**src/rtl/fetch_ctrl.sv**
```systemverilog
// Fetch sequencer: one outstanding imem request, one held instruction, redirect squashes old path.
// Latency: 1 cycle rst-release/redirect to request, ack to inst_valid; holds until inst_ready, memory stalls via imem_ack.
module fetch_ctrl #(
   parameter logic [31:0] RESET_VECTOR = 32'h0000_0000
) (
   input  logic        clk,
   input  logic        rst,
   input  logic        redirect,
   input  logic [31:0] redirect_pc,
   output logic        imem_req,
   output logic [31:0] imem_addr,
   input  logic        imem_ack,
   input  logic [31:0] imem_rdata,
   output logic        inst_valid,
   output logic [31:0] inst,
   output logic [31:0] inst_pc,
   input  logic        inst_ready,
   output logic [31:0] pc
);

   typedef enum logic [1:0] {
      IDLE  = 2'd0,
      REQ   = 2'd1,
      HOLD  = 2'd2,
      FLUSH = 2'd3
   } state_t;

   state_t      state;
   logic [31:0] req_addr;
   logic [31:0] tgt;

   assign tgt       = redirect_pc & 32'hFFFF_FFFC;
   assign imem_req  = (state == REQ) || (state == FLUSH);
   assign imem_addr = req_addr;

   always_ff @(posedge clk) begin
      if (rst) begin
         state      <= IDLE;
         pc         <= RESET_VECTOR;
         req_addr   <= RESET_VECTOR;
         inst       <= 32'h0;
         inst_pc    <= 32'h0;
         inst_valid <= 1'b0;
      end else begin
         case (state)
            IDLE: begin
               state <= REQ;
               if (redirect) begin
                  pc       <= tgt;
                  req_addr <= tgt;
               end else begin
                  req_addr <= pc;
               end
            end
            REQ: begin
               if (imem_ack) begin
                  if (redirect) begin
                     pc       <= tgt;
                     req_addr <= tgt;
                  end else begin
                     inst       <= imem_rdata;
                     inst_pc    <= req_addr;
                     inst_valid <= 1'b1;
                     pc         <= req_addr + 32'd4;
                     state      <= HOLD;
                  end
               end else if (redirect) begin
                  pc    <= tgt;
                  state <= FLUSH;
               end
            end
            HOLD: begin
               if (redirect) begin
                  inst_valid <= 1'b0;
                  pc         <= tgt;
                  req_addr   <= tgt;
                  state      <= REQ;
               end else if (inst_ready) begin
                  inst_valid <= 1'b0;
                  req_addr   <= pc;
                  state      <= REQ;
               end
            end
            FLUSH: begin
               // the old request cannot be withdrawn; only its ack releases us
               if (redirect)
                  pc <= tgt;
               if (imem_ack) begin
                  req_addr <= redirect ? tgt : pc;
                  state    <= REQ;
               end
            end
            default: begin
               state      <= IDLE;
               inst_valid <= 1'b0;
            end
         endcase
      end
   end

endmodule

```
**config.mk**
```make
export PLATFORM = sky130hd
export DESIGN_NAME = fetch_ctrl
export DESIGN_NICKNAME = d
export VERILOG_FILES = /design/src/rtl/fetch_ctrl.sv
export SDC_FILE = /design/constraint.sdc
export NUM_CORES = 1
export LEC_CHECK = 0
export ABC_AREA = 1
export CAP_MARGIN = 0
export CELL_PAD_IN_SITES_DETAIL_PLACEMENT = 0
export CELL_PAD_IN_SITES_GLOBAL_PLACEMENT = 2
export CORE_MARGIN = 1
export CORE_UTILIZATION = 24
export CTS_CLUSTER_DIAMETER = 200
export DETAILED_ROUTE_END_ITERATION = 8
export PLACE_DENSITY = 0.88
export SLEW_MARGIN = 10
export SYNTH_ARGS = -nofsm -noshare
export SYNTH_HDL_FRONTEND = slang
export SYNTH_SLANG_ARGS = --single-unit
export TNS_END_PERCENT = 100
```
**constraint.sdc**
```tcl
create_clock -name clk -period 2.1 [get_ports clk]
set_input_delay 0.525 -clock clk [delete_from_list [all_inputs] [get_ports clk]]
set_output_delay 0.525 -clock clk [all_outputs]
set_load 0.01 [all_outputs]
```
==> insert_results.sql <==
INSERT INTO impl_metrics (metric_group, metric, value, unit) VALUES
('outcome', 'outcome', 'complete, no violations', ''),
('sta', 'sum_of_negative_setup_slack', '0', 'ns'),
('sta', 'grt_setup_unrepaired', 'no', ''),
('detailed_routing', 'ant_nets', '0', ''),
('hold_path', 'min_path_type', 'reg2reg', ''),
('worst_setup_path', 'path_max_fanout', '7', ''),
('sta', 'maxSlewHeadroom', '65.7', '%'),
('worst_setup_path', 'worst_path_largest_cell_delay', '0.61', 'ns'),
('hold_path', 'worstHoldEndpoint', 'inst_pc[1]', ''),
('global_route', 'grt_remaining_overflow', '0', ''),
('die', 'dieArea', '25800', 'µm²'),
('detailed_routing', 'dr.pass1.iters', '6', ''),
('sta', 'setup-violations-final', '0', ''),
('clock_network', 'worst_skew_pair.late_latency', '0.42', 'ns'),
('worst_setup_path', 'r2r_start', 'imem_addr[3]', ''),
('worst_setup_path', 'cell_chain_of_the_critical_path', 'clkdlybuf4s50_1', ''),
('synth', 'synthTopCellsByCount', '215 x sky130_fd_sc_hd__nand2_1, 131 x sky130_fd_sc_hd__dfxtp_1, 129 x sky130_fd_sc_hd__nor2_1', ''),
('finish', 'post_route_cells_drive_above_1_share', '8.82', '%'),
('synth', 'syn_area', '6040', 'µm²'),
('synth', 'synth_area_per_cell', '6.89', 'µm²'),
('worst_setup_path', 'critPathCaptureType', 'output port', ''),
('worst_setup_path', 'crit_arrival', '1.51', 'ns'),
('placement', 'dpl.hpwl', '16400', 'µm'),
('placement', 'gp_congestion', '0.819', ''),
('detailed_routing', 'drt_drc_violations_left', '0', ''),
('sta', 'final_hold_viol_count', '0', ''),
('finish', 'nets', '1146', ''),
('die', 'die_height', '161', 'µm'),
('worst_setup_path', 'critPathSlowestCell', 'sky130_fd_sc_hd__clkdlybuf4s50_1', ''),
('clock_network', 'post_cts.repair.setup_buffers', '0', ''),
('detailed_routing', 'routed_wl', '23200', 'µm'),
('clock_network', 'max-clock-path-buffers', '2', ''),
('worst_setup_path', 'worstReg2RegEnd', 'pc[20]', ''),
('synth', 'post_synth_and_or_nand_nor_area_fraction', '27.6', '%'),
('synth', 'yosys.cell_count.top_type', 'sky130_fd_sc_hd__nand2_1', ''),
('clock_network', 'numCtsBuffers', '17', ''),
('die', 'io_pins', '199', ''),
('worst_setup_path', 'critical_path.n_buffers_inverters', '1', ''),
('placement', 'io_buffer_count', '196', ''),
('flow_run', 'drv.max_cap_violation_count', '0', ''),
('worst_setup_path', 'delay_heaviest_family_cp', 'buffers and inverters', ''),
('synth', 'combinational_family_with_the_most_area_after_synthesis', 'simple AND/OR/NAND/NOR gates', ''),
('sta', 'finalHoldWorstSlack', '0.467', 'ns'),
('sta', 'min_cycle_time_layout', '2.03', 'ns'),
('synth', 'yosys_register_bits', '131', ''),
('clock_network', 'clock_tree_sinks', '131', ''),
('clock_network', 'clk_root_buffer_cell', 'sky130_fd_sc_hd__clkbuf_16', ''),
('finish', 'final_core_utilization', '37.5', '%'),
('global_route', 'groute.usage.overall', '18.4', '%'),
('sta', 'worst_slack', '0.0659', 'ns'),
('worst_setup_path', 'crit_cells', '1', ''),
('synth', 'netlist.top_cell.by_area', 'sky130_fd_sc_hd__dfxtp_1', ''),
('power_and_ir_drop', 'vdd_drop_max', '454', 'µV'),
('power_and_ir_drop', 'power-per-cell-area', '813', 'nW/µm²'),
('die', 'fp-row-count', '57', ''),
('power_and_ir_drop', 'power.static_leakage', '3.68', 'nW'),
('synth', 'syn_inst', '877', ''),
('sta', 'finClkSkew', '0.00719', 'ns'),
('power_and_ir_drop', 'power.total', '7.48', 'mW'),
('detailed_routing', 'avgViaCountPerCell', '4.59', ''),
('synth', 'synth_nets', '947', ''),
('worst_setup_path', 'start_kind', 'flip-flop', ''),
('sta', 'timing.final.crit_share', '96.9', '%'),
('worst_setup_path', 'cp-startpoint', 'imem_addr[4]', ''),
('worst_setup_path', 'worstRegToRegCells', '8', ''),
('die', 'die_width', '161', 'µm'),
('hold_path', 'worst_hold_startpoint', 'inst_pc[1]', ''),
('detailed_routing', 'dr_total_vias', '6487', ''),
('synth', 'post_synth_num_cell_types', '37', ''),
('clock_network', 'cts_tree', 'yes', ''),
('synth', 'synthMuxAreaShare', '0', '%');
[per-stage QoR]
step | area [µm²] | instances
finish | 9200 | 1413
global placement | 8550 | 1381
global route | 9190 | 1412
CTS | 9190 | 1412
detailed placement | 8550 | 1381
floorplan | 6040 | 877
[flip-flops by register name, indices dropped and copies added, names as in the netlist]
signal,cells
inst,32
inst_valid,1
state,2
inst_pc,32
pc,32
imem_addr,32
[metal layers]
metal	vias up	GRT usage, %	share of wire, %
li1	3322	-	-
met1	2943	24.2	45
met2	192	29.5	47
met3	30	4.34	5.8
met4	0	6.45	2.0
met5	-	0	0
[final cells by class]
| class | instances | area [µm²] |
|---|---|---|
| fill | 2647 | 15300 |
| multi-input combinational | 641 | 2960 |
| sequential | 131 | 2630 |
| timing repair buffer | 235 | 2370 |
| clock buffer | 22 | 484 |
| tap | 324 | 405 |
| inverter | 50 | 188 |
| clock inverter | 9 | 151 |
| antenna | 1 | 2.50 |
[cells by family (layout without fill, tap and decap cells)]
group / Yosys count / count (layout)
AOI/OAI and AO/OA: 228 / 228
xor gates and xnor gates: 5 / 5
adders and majority gates: 1 / 1
buffers and inverters: 105 / 316
DFF: 131 / 131
other: 0 / 1
and+or+nand+nor: 407 / 407
[worst max path at each step]
stage               slack [ns]       endpoint
floorplan                 0.54         pc[20]
global placement         -0.03  imem_addr[23]
detailed placement       -0.06  imem_addr[27]
CTS                       0.01  imem_addr[21]
global route             0.008  imem_addr[16]
finish                    0.07   imem_addr[4]
[placed cells by master (no fill, tap or decap), types with 6 or more instances in the layout]
| cell | synthesis | layout |
|---|---|---|
| sky130_fd_sc_hd__a21oi_1 | 63 | 63 |
| sky130_fd_sc_hd__a31oi_1 | 34 | 34 |
| sky130_fd_sc_hd__buf_12 | 0 | 10 |
| sky130_fd_sc_hd__buf_4 | 6 | 29 |
| sky130_fd_sc_hd__clkbuf_16 | 0 | 17 |
| sky130_fd_sc_hd__clkdlybuf4s50_1 | 0 | 195 |
| sky130_fd_sc_hd__dfxtp_1 | 131 | 125 |
| sky130_fd_sc_hd__dfxtp_2 | 0 | 6 |
| sky130_fd_sc_hd__inv_1 | 43 | 43 |
| sky130_fd_sc_hd__inv_2 | 6 | 7 |
| sky130_fd_sc_hd__nand2_1 | 215 | 215 |
| sky130_fd_sc_hd__nand3_1 | 35 | 35 |
| sky130_fd_sc_hd__nand4_1 | 6 | 6 |
| sky130_fd_sc_hd__nor2_1 | 129 | 129 |
| sky130_fd_sc_hd__nor3_1 | 7 | 7 |
| sky130_fd_sc_hd__o21ai_0 | 108 | 108 |
| sky130_fd_sc_hd__o21ai_1 | 7 | 7 |
[what timing repair did]
action	4_1_cts	5_1_grt
pin swaps	0	0
resized for setup	2	4
setup endpoints to repair	2	4
[report_power, final]
| part | switching [mW] | internal, mW | total, mW |
|---|---|---|---|
| Combinational | 0.688 | 0.670 | 1.36 |
| Sequential | 0.186 | 2.67 | 2.86 |
| Clock | 1.16 | 2.10 | 3.26 |
No activity file was read; power rests on OpenSTA's default activity.
